File: src/rtl/ftf_decoder_33_if.sv
// Bus bundle for the 33-wire FTF decoder: codeword input side, decoded output side
// and the error counter. The decoder uses the slave view, the driving environment the master view.
interface ftf_decoder_33_if #(
  parameter int FBLEN33 = 23
);
  logic [32:0]        codein;
  logic               in_valid;
  logic               in_ready;
  logic [FBLEN33-1:0] dataout;
  logic               err;
  logic               out_valid;
  logic               out_ready;
  logic [15:0]        err_count;

  modport slave (
    input  codein, in_valid, out_ready,
    output in_ready, dataout, err, out_valid, err_count
  );

  modport master (
    output codein, in_valid, out_ready,
    input  in_ready, dataout, err, out_valid, err_count
  );
endinterface

File: src/rtl/ftf_decoder_33.sv
// Three-stage pipelined decoder for 33-bit Fibonacci-weighted FTF codewords:
// weighted sum of set bits, range error flag, saturating error counter.
module ftf_decoder_33 (
  input  logic            clock,
  input  logic            rst_n,
  ftf_decoder_33_if.slave bus
);

  localparam int FBLEN33 = 23;
  localparam int SUM_W   = FBLEN33 + 1;
  localparam int NGRP    = 3;
  localparam int GRP_W   = 11;

  // Weight of codeword bit k is the Fibonacci number F(k+1), with F(1) = F(2) = 1.
  function automatic logic [SUM_W-1:0] weight(input int k);
    logic [SUM_W-1:0] a;
    logic [SUM_W-1:0] b;
    logic [SUM_W-1:0] t;
    a = SUM_W'(1);
    b = SUM_W'(1);
    for (int i = 2; i <= k; i++) begin
      t = a + b;
      a = b;
      b = t;
    end
    return b;
  endfunction

  logic                adv;
  logic                deliver;

  logic                s1_valid_q, s1_valid_d;
  logic [32:0]         s1_code_q,  s1_code_d;
  logic                s2_valid_q, s2_valid_d;
  logic [SUM_W-1:0]    psum_q [NGRP];
  logic [SUM_W-1:0]    psum_d [NGRP];
  logic                s3_valid_q, s3_valid_d;
  logic [FBLEN33-1:0]  dataout_q,  dataout_d;
  logic                err_q,      err_d;
  logic [15:0]         err_count_q, err_count_d;
  logic [SUM_W-1:0]    sum_full;

  // The whole pipe moves together; it only stops when a held output is refused.
  assign adv     = !s3_valid_q || bus.out_ready;
  assign deliver = s3_valid_q && bus.out_ready;

  // The three partial sums fit in SUM_W bits together, so this add never wraps.
  assign sum_full = psum_q[0] + psum_q[1] + psum_q[2];

  always_comb begin
    // NOTE: every next-state value defaults to its register first, so any path
    // that does not assign it holds state rather than inferring a latch.
    s1_valid_d = s1_valid_q;
    s1_code_d  = s1_code_q;
    s2_valid_d = s2_valid_q;
    s3_valid_d = s3_valid_q;
    dataout_d  = dataout_q;
    err_d      = err_q;
    for (int g = 0; g < NGRP; g++) begin
      psum_d[g] = psum_q[g];
    end

    if (adv) begin
      s1_valid_d = bus.in_valid;
      if (bus.in_valid) begin
        s1_code_d = bus.codein;
      end

      s2_valid_d = s1_valid_q;
      if (s1_valid_q) begin
        for (int g = 0; g < NGRP; g++) begin
          psum_d[g] = '0;
          for (int b = 0; b < GRP_W; b++) begin
            if (s1_code_q[g*GRP_W + b]) begin
              psum_d[g] = psum_d[g] + weight(g*GRP_W + b);
            end
          end
        end
      end

      s3_valid_d = s2_valid_q;
      if (s2_valid_q) begin
        dataout_d = sum_full[FBLEN33-1:0];
        err_d     = sum_full[FBLEN33];
      end
    end
  end

  always_comb begin
    err_count_d = err_count_q;
    if (deliver && err_q && (err_count_q != 16'hFFFF)) begin
      err_count_d = err_count_q + 16'd1;
    end
  end

  always_ff @(posedge clock or negedge rst_n) begin
    if (!rst_n) begin
      s1_valid_q  <= 1'b0;
      s1_code_q   <= '0;
      s2_valid_q  <= 1'b0;
      for (int g = 0; g < NGRP; g++) begin
        psum_q[g] <= '0;
      end
      s3_valid_q  <= 1'b0;
      dataout_q   <= '0;
      err_q       <= 1'b0;
      err_count_q <= '0;
    end else begin
      // NOTE: non-blocking assignments so every stage samples its upstream
      // neighbour's pre-edge value and words shift exactly one stage per edge.
      s1_valid_q  <= s1_valid_d;
      s1_code_q   <= s1_code_d;
      s2_valid_q  <= s2_valid_d;
      for (int g = 0; g < NGRP; g++) begin
        psum_q[g] <= psum_d[g];
      end
      s3_valid_q  <= s3_valid_d;
      dataout_q   <= dataout_d;
      err_q       <= err_d;
      err_count_q <= err_count_d;
    end
  end

  assign bus.in_ready  = adv;
  assign bus.out_valid = s3_valid_q;
  assign bus.dataout   = dataout_q;
  assign bus.err       = err_q;
  assign bus.err_count = err_count_q;

endmodule
File: src/flat_wrapper.sv
// flat-port wrapper written by rule: the top's interface ports become plain ports
module ftf_decoder_33_flat 
  (clock, rst_n, bus_codein, bus_in_valid, bus_out_ready, bus_in_ready, bus_dataout, bus_err, bus_out_valid, bus_err_count);
  ftf_decoder_33_if bus_i ();
  input  logic clock;
  input  logic rst_n;
  input wire logic [$bits(bus_i.codein)-1:0] bus_codein;
  input wire logic [$bits(bus_i.in_valid)-1:0] bus_in_valid;
  input wire logic [$bits(bus_i.out_ready)-1:0] bus_out_ready;
  output wire logic [$bits(bus_i.in_ready)-1:0] bus_in_ready;
  output wire logic [$bits(bus_i.dataout)-1:0] bus_dataout;
  output wire logic [$bits(bus_i.err)-1:0] bus_err;
  output wire logic [$bits(bus_i.out_valid)-1:0] bus_out_valid;
  output wire logic [$bits(bus_i.err_count)-1:0] bus_err_count;
  assign bus_i.codein = bus_codein;
  assign bus_i.in_valid = bus_in_valid;
  assign bus_i.out_ready = bus_out_ready;
  assign bus_in_ready = bus_i.in_ready;
  assign bus_dataout = bus_i.dataout;
  assign bus_err = bus_i.err;
  assign bus_out_valid = bus_i.out_valid;
  assign bus_err_count = bus_i.err_count;
  ftf_decoder_33 u_core (.clock(clock), .rst_n(rst_n), .bus(bus_i));
endmodule
File: config.mk
export PLATFORM = sky130hd
export DESIGN_NAME = ftf_decoder_33_flat
export DESIGN_NICKNAME = d
export VERILOG_FILES = /design/src/rtl/ftf_decoder_33_if.sv /design/src/rtl/ftf_decoder_33.sv /design/src/flat_wrapper.sv
export SDC_FILE = /design/constraint.sdc
export NUM_CORES = 1
export LEC_CHECK = 0
export ABC_AREA = 1
export BUFFER_PORTS_ARGS = -buffer_cell sky130_fd_sc_hd__buf_4
export CAP_MARGIN = 20
export CORE_ASPECT_RATIO = 0.75
export CORE_MARGIN = 1
export CORE_UTILIZATION = 50
export CTS_BUF_LIST = sky130_fd_sc_hd__clkbuf_8
export DETAILED_ROUTE_END_ITERATION = 7
export PLACE_DENSITY = 0.64
export SLEW_MARGIN = 20
export SYNTH_ARGS = -nofsm -noshare
export SYNTH_HDL_FRONTEND = slang
export SYNTH_SLANG_ARGS = --single-unit
File: constraint.sdc
create_clock -name clock -period 9.7 [get_ports clock]
set_clock_uncertainty 0.1 [all_clocks]
set_input_delay 1.455 -clock clock [delete_from_list [all_inputs] [get_ports clock]]
set_output_delay 1.455 -clock clock [all_outputs]
set_load 0.02 [all_outputs]
==> results of run 1 <==
-- critical path, delay by kind of cell, from the launching register on --
family                     cells  cell delay [ns]
DFF                            1             0.74
AOI/OAI and AO/OA              2             0.15
and+or+nand+nor               24             2.59
xor gates and xnor gates       3             0.74
adders and majority gates      4             0.93
buffers and inverters          5             0.44
-- registers in the layout (all words and copies together) (netlist names) --
register / flops
u_core.s1_code_q: 33
u_core.bus.out_valid: 1
u_core.s2_valid_q: 1
u_core.bus.dataout: 23
u_core.s1_valid_q: 1
u_core.bus.err_count: 16
u_core.bus.err: 1
u_core.psum_q: 53
-- per-stage QoR --
step                      area [µm²]  setup slack, ns
after floorplan                13600             4.63
after detailed placement       14400             3.93
after global placement         14400             4.09
after global routing           14800             3.03
after CTS                      14800             3.90
final                          14800             3.88
-- placed cells by master (no fill, tap or decap), types with 4 or more instances in the layout --
cell type	Yosys	layout
buf_4	4	84
o21ai_0	103	103
dfrtp_1	129	129
o211ai_1	6	6
o21ai_2	5	5
nand3_1	171	171
nand3b_1	9	9
or2_1	4	4
xor2_2	5	5
nand3_2	16	16
a211oi_1	4	4
clkbuf_8	0	18
nand2_1	640	639
xnor2_2	4	4
o21bai_1	4	4
ha_1	72	72
inv_1	195	195
nor3_1	8	8
a21oi_1	69	69
nor2_4	5	5
fa_1	13	13
xor2_1	98	98
nor2_1	172	172
clkinv_1	4	4
o21ai_1	26	26
xnor2_1	61	61
inv_2	32	33
nand2_2	59	60
a31oi_1	10	10
nor2_2	21	21
nand4_1	50	50
-- cell usage after synthesis, types with 2 or more instances --
master | number | area (µm²)
nor2_1 | 172 | 646
nor2_2 | 21 | 131
nor2_4 | 5 | 56.3
buf_4 | 4 | 30.0
a21oi_1 | 69 | 345
nand2_1 | 640 | 2400
a211oi_1 | 4 | 30.0
o211ai_1 | 6 | 45.0
nor3_1 | 8 | 40.0
o21ai_0 | 103 | 515
xnor2_2 | 4 | 65.1
a31oi_1 | 10 | 62.6
nand3b_1 | 9 | 67.6
nand4_1 | 50 | 313
clkbuf_1 | 25 | 93.8
or2_2 | 2 | 12.5
inv_1 | 195 | 732
xor2_2 | 5 | 81.3
ha_1 | 72 | 901
nand3_1 | 171 | 856
o21bai_1 | 4 | 30.0
a21oi_2 | 3 | 26.3
o21ai_2 | 5 | 43.8
nand3_2 | 16 | 160
clkinv_1 | 4 | 15.0
mux2_2 | 3 | 33.8
xor2_1 | 98 | 858
buf_2 | 15 | 75.1
dfrtp_1 | 129 | 3230
nand2_2 | 59 | 369
inv_2 | 32 | 120
fa_1 | 13 | 260
buf_6 | 3 | 33.8
xnor2_1 | 61 | 534
or2_1 | 4 | 25.0
o21ai_1 | 26 | 130
and2_1 | 3 | 18.8
and3_1 | 3 | 18.8
-- cell type report --
cell class | instances | area, µm²
Clock buffer | 18 | 248
Clock inverter | 13 | 163
Fill cell | 2595 | 11500
Inverter | 231 | 867
Multi-Input combinational cell | 1668 | 9250
Sequential cell | 129 | 3230
Tap cell | 344 | 430
Timing Repair Buffer | 86 | 653
-- routing by layer --
metal  wire [µm]  up-vias  track usage
met5           0        -            0
met4         250        0       0.0468
met3        1080       19       0.0323
met2       11800      208        0.329
met1       17500     5607        0.358
li1            -     6772            -
-- cells by family (layout without fill, tap and decap cells) --
logic type	after synthesis	after routing
muxes	4	4
AOI/OAI and AO/OA	244	244
DFF	129	129
xor gates and xnor gates	168	168
adders and majority gates	85	85
buffers and inverters	279	348
and+or+nand+nor	1167	1167
-- path summary, 6_finish.rpt --
check	endpoint	slack (ns)	cells after the start
max	u_core.psum_q[19]	3.88	38
min	u_core.bus.out_valid	0.37	2
max reg2reg	u_core.psum_q[19]	3.88	38
min reg2reg	u_core.bus.out_valid	0.37	2
max in group asynchronous	u_core.s1_code_q[5]	7.55	2
min in group asynchronous	u_core.bus.err_count[2]	0.83	1
==> results.sh, run 1 <==
export IMPL_cpMostUsedCell="nand2_1"
export IMPL_grtUsageTotal=0.229
export IMPL_endpoint_kind="flop"
export IMPL_synth_nets=2198
export IMPL_hold_start="u_core.s2_valid_q"
export IMPL_setup_viol=0
export IMPL_io_buffers=78
export IMPL_synth_area_mm2=0.0136
export IMPL_maxCapViolCount=0
export IMPL_slew_viol_final=0
export IMPL_synth_mux_area_fraction=0.00323
export IMPL_start_util=0.516
export IMPL_hpwl_um=24500
export IMPL_clock_latency_ns=0.46
export IMPL_ios=79
export IMPL_cts_setup_buffers=0
export IMPL_hold_buffers=0
export IMPL_fin_setup_tns_ns=0
export IMPL_fin_cells=2489
export IMPL_cp_slowest_cell="dfrtp_1"
export IMPL_ys_types=58
export IMPL_antenna_left=0
export IMPL_dieArea_mm2=0.0278
export IMPL_synthArstFlopShare=1.00
export IMPL_cp_startpoint="u_core.s1_code_q[24]"
export IMPL_grt_start_max_net_pins=74
export IMPL_n_antenna_cell=0
export IMPL_antenna_found_initial=0
export IMPL_cpPeakStageDelay_ns=0.74
export IMPL_status="completed"
export IMPL_syn_instance_count=2076
export IMPL_coreArea_mm2=0.0263
export IMPL_syn_to_final_growth_pct=9.28
export IMPL_synthFlopType="dfrtp_1"
export IMPL_grt_pass1_wl_um=51800
export IMPL_synth_xor_area_frac=0.113
export IMPL_final_util=0.564
export IMPL_routabilityCongestion=0.847
export IMPL_post_drt_via_cell_ratio=5.06
export IMPL_fp_dieW_um=192
export IMPL_vias=12600
export IMPL_wl_per_cell_um=12.3
export IMPL_finalCritPeriodShare=0.600
export IMPL_synth_compound_area_frac=0.0996
export IMPL_timing_rr_start="u_core.s1_code_q[24]"
export IMPL_nNetsFinal=2255
export IMPL_grt_overflow=0
export IMPL_cts_root_buffer="clkbuf_8"
export IMPL_synth_warnings=0
export IMPL_clock_sinks=129
export IMPL_cts_max_level=4
export IMPL_synth_edf_count=0
export IMPL_clk_pin_slew_ns=0.07
export IMPL_cts_resized=0
export IMPL_synth_area_per_cell_um2=6.54
export IMPL_fmax_mhz=172
export IMPL_row_count=51
export IMPL_rsz0062_at_grt="false"
export IMPL_hp_class="reg -> reg"
export IMPL_cts_buffer_depth=2
export IMPL_die_h_um=145
export IMPL_place_inst=2458
export IMPL_whs_ns=0.373
export IMPL_worst_endpoint_required_ns=9.94
export IMPL_drt_iter0_drc=688
export IMPL_first_global_vias=11100
export IMPL_ys_seq_elements=129
export IMPL_crit_path_start_kind="flop"
export IMPL_fin_crit_ns=5.82
export IMPL_slew_headroom=0.328
export IMPL_drive_gt1_frac=0.129
export IMPL_wirelength_um=30600
export IMPL_dr_pass1_iters=5
export IMPL_yosys_area_share_simple=0.379
export IMPL_worst_pin_slew_ns=1.01
export IMPL_cts_tree="built"
export IMPL_yosysSeqAreaShare=0.238
export IMPL_crit_type="reg -> reg"
export IMPL_synth_fa_ha_area_frac=0.0855
export IMPL_synth_top_family_by_area="simple AND/OR/NAND/NOR gates"
export IMPL_drc=0
export IMPL_worstPathArrival_ns=6.05
export IMPL_hold_violations=0
export IMPL_crit_fanout=17
export IMPL_numCtsBuffers=17
Power of run 1 is not shown: default switching activity piles up to over one toggle a cycle in this logic, so the estimate is an artifact.
==> run 2, diff against run 1 <==
--- a/config.mk
+++ b/config.mk
@@ -5,7 +5,7 @@
 export SDC_FILE = /design/constraint.sdc
 export NUM_CORES = 1
 export LEC_CHECK = 0
-export ABC_AREA = 1
+export ABC_AREA = 0
 export BUFFER_PORTS_ARGS = -buffer_cell sky130_fd_sc_hd__buf_4
 export CAP_MARGIN = 20
 export CORE_ASPECT_RATIO = 0.75
@@ -13,7 +13,7 @@
 export CORE_UTILIZATION = 50
 export CTS_BUF_LIST = sky130_fd_sc_hd__clkbuf_8
 export DETAILED_ROUTE_END_ITERATION = 7
-export PLACE_DENSITY = 0.64
+export PLACE_DENSITY = 0.67
 export SLEW_MARGIN = 20
 export SYNTH_ARGS = -nofsm -noshare
 export SYNTH_HDL_FRONTEND = slang
==> constraint.sdc (replaced) <==
create_clock -name clock -period 4.75 [get_ports clock]
set_clock_uncertainty 0.1 [all_clocks]
set_input_delay 0.7125 -clock clock [delete_from_list [all_inputs] [get_ports clock]]
set_output_delay 0.7125 -clock clock [all_outputs]
set_load 0.02 [all_outputs]
==> run 2 against run 1 <==
  * The run now ends with negative setup slack left
  * First-iteration DRC count increased by 66%
  * Via count increased by 28%
  * Global-route usage increased by 4.0 points
  * Die area increased by 9.0%
  * Sequential share of layout area decreased by 7.4 points
  * Register-to-register slack got worse by 5.7 ns
  * Clock-buffer cell count decreased by 1
  * Core utilization increased by 21 points
  * Final cell count increased by 13%
  * Synthesized cell count decreased by 12%
  * Critical path type unchanged
  * Critical endpoint is now u_core.psum_q[21]
==> results.sh, run 2 <==
export IMPL_status="finished, violations left"
export IMPL_violations="negative setup slack"
export IMPL_setup_viol=34
export IMPL_rsz0062_at_grt="true"
export IMPL_synth_xor_area_frac=0.168
export IMPL_numCtsBuffers=17
export IMPL_crit_reg2reg_capture="u_core.psum_q[21]"
export IMPL_synth_top_family_by_area="compound AO/OA/AOI/OAI gates"
export IMPL_grt_pass1_wl_um=68200
export IMPL_synth_nets=1948
export IMPL_finalCritPeriodShare=1.37
export IMPL_grtUsageTotal=0.269
export IMPL_start_util=0.509
export IMPL_synth_top_cell_by_area="dfrtp_1"
export IMPL_fp_dieW_um=201
export IMPL_hold_buffers=0
export IMPL_synth_top_area_share=0.218
export IMPL_coreArea_mm2=0.0291
export IMPL_synth_warnings=0
export IMPL_r2r_worst_path_cells=33
export IMPL_synth_common_cells="nand2_1 (221), xnor2_1 (159), o21ai_0 (146), dfrtp_1 (129), nor2_1 (99)"
export IMPL_synthArstFlopShare=1.00
export IMPL_first_global_vias=14500
export IMPL_endpoint_kind="flop"
export IMPL_cpPeakStageDelay_ns=0.42
export IMPL_synth_compound_area_frac=0.229
export IMPL_synth_edf_count=0
export IMPL_regToRegSetupSlack_ns=-1.77
export IMPL_syn_to_final_growth_pct=52.4
export IMPL_crit_type="reg -> reg"
export IMPL_crit_buf_inv=3
export IMPL_yosysSeqAreaShare=0.218
export IMPL_synth_area_leaders="dfrtp_1 (22%), xnor2_1 (9.4%), ha_1 (6.1%)"
export IMPL_dieArea_mm2=0.0303
export IMPL_post_drt_via_cell_ratio=5.77
export IMPL_yosysMostFrequentCell="nand2_1"
export IMPL_clock_sinks=129
export IMPL_crit_fanout=9
export IMPL_antenna_found_initial=0
export IMPL_place_ws_ns=-1.90
export IMPL_grt_start_max_net_pins=98
export IMPL_die_h_um=151
export IMPL_fin_crit_ns=6.52
export IMPL_hpwl_um=31500
export IMPL_n_antenna_cell=0
export IMPL_routabilityCongestion=0.916
export IMPL_stdcell_area_mm2=0.0226
export IMPL_nNetsFinal=2522
export IMPL_hold_violations=0
export IMPL_cts_root_buffer="clkbuf_8"
export IMPL_vias=16200
export IMPL_drt_iter0_drc=1142
export IMPL_fmax_mhz=153
export IMPL_syn_instance_count=1826
export IMPL_io_buffers=78
export IMPL_cts_tree="built"
export IMPL_synth_area_mm2=0.0148
export IMPL_yosys_area_share_simple=0.214
export IMPL_drc=0
export IMPL_timing_rr_start="u_core.s1_code_q[22]"
export IMPL_crit_path_start_kind="flop"
export IMPL_worstPathArrival_ns=6.75
export IMPL_wirelength_um=48200
export IMPL_synthFlopType="dfrtp_1"
export IMPL_row_count=54
export IMPL_final_cell_mix="buf_4 (613), nand2_1 (198), dfrtp_1 (125)"
export IMPL_clock_latency_ns=0.49
export IMPL_largest_reg_flops=53
export IMPL_layout_commonest_cell="buf_4"
export IMPL_worst_pin_slew_ns=1.00
export IMPL_hp_class="in -> async"
export IMPL_ys_types=117
export IMPL_top_register="u_core.psum_q"
export IMPL_final_setup_worst_slack_ns=-1.77
export IMPL_worst_endpoint_required_ns=4.97
export IMPL_slew_viol_final=0
export IMPL_drive_gt1_frac=0.466
export IMPL_synth_mux_area_fraction=0.0528
export IMPL_fillers=1909
export IMPL_grt_overflow=0
export IMPL_clk_pin_slew_ns=0.11
export IMPL_dr_pass1_iters=5
export IMPL_ios=79
export IMPL_cts_buffer_depth=2
export IMPL_final_util=0.775
export IMPL_wl_per_cell_um=17.2
export IMPL_synth_fa_ha_area_frac=0.0797
export IMPL_antenna_left=0
export IMPL_cts_max_level=4
export IMPL_placed_area_mm2=0.0198
export IMPL_ys_seq_elements=129
export IMPL_cpLargestDelayFamily="compound AO/OA/AOI/OAI gates"
export IMPL_maxCapViolCount=0
export IMPL_slew_headroom=0.330
export IMPL_synth_area_per_cell_um2=8.11
export IMPL_cp_slowest_cell="dfrtp_2"
[run 2: cell count changes after synthesis, sizes merged, moves of 39 or more]
cell / previous run / this run
inv: 227 / 68
mux2: 3 / 47
nand2: 700 / 221
nand2b: 0 / 44
nand3: 187 / 60
nor2: 198 / 100
nor2b: 0 / 39
xnor2: 65 / 163
[run 2: worst max-delay path by stage]
stage                                    start                 to  slack, ns  cells after the start
after floorplan           u_core.s1_code_q[22]  u_core.psum_q[23]      -1.87                     31
after global placement    u_core.s1_code_q[22]  u_core.psum_q[21]      -1.64                     32
after detailed placement  u_core.s1_code_q[23]  u_core.psum_q[21]      -1.90                     30
after CTS                 u_core.s1_code_q[23]  u_core.psum_q[23]      -1.66                     30
after global routing      u_core.s1_code_q[22]  u_core.psum_q[21]      -1.97                     32
final                     u_core.s1_code_q[22]  u_core.psum_q[21]      -1.77                     33
[run 2: final cells by class]
class | count | area, µm² | area share
multi-input cells | 1551 | 13400 | 0.591
repair buffers | 632 | 4880 | 0.216
flip-flops and latches | 129 | 3230 | 0.143
well taps | 392 | 490 | 0.0217
inverters | 69 | 267 | 0.0118
clock buffers | 17 | 234 | 0.0104
clock inverters | 15 | 128 | 0.00565
[run 2: timing repair]
item | CTS | global route
setup buffers | 40 | 42
endpoints found under the setup margin | 36 | 43
gates resized for setup | 137 | 243
gates cloned | 0 | 0
pin swaps | 79 | 130
[run 2: stage by stage]
| step | TNS, ns | hold slack (ns) | std cells |
|---|---|---|---|
| after floorplan | -18.69 | 0.317 | 1826 |
| after global placement | -23.03 | 0.350 | 2696 |
| after detailed placement | -27.76 | 0.363 | 2696 |
| after CTS | -22.81 | 0.276 | 2768 |
| after global routing | -35.14 | 0.306 | 2805 |
| final | -28.28 | 0.219 | 2805 |
[run 2: kinds of logic after synthesis]
family | after synthesis
AO/OA/AOI/OAI | 503
XOR/XNOR | 261
adder cells (fa/ha/maj) | 87
buffers and inverters | 146
flip-flops | 129
multiplexers | 71
AND/OR/NAND/NOR | 629
[run 2: worst reg2reg max path, delay by kind of cell (launching register included)]
| kind | cells | cell delay [ns] |
|---|---|---|
| and+or+nand+nor | 11 | 1.40 |
| adders and majority gates | 4 | 0.88 |
| xor gates and xnor gates | 3 | 0.66 |
| buffers and inverters | 3 | 0.40 |
| DFF | 1 | 0.42 |
| AOI/OAI and AO/OA | 11 | 2.26 |
| muxes | 1 | 0.26 |
[run 2: routing by layer]
metal | vias up | GRT usage | wire, µm
met4 | 0 | 0.0622 | 1260
li1 | 7682 | - | -
met2 | 576 | 0.451 | 23400
met3 | 146 | 0.0331 | 2330
met5 | - | 0 | 0
met1 | 7770 | 0.371 | 21200
Power of run 2 is left out for the same reason.
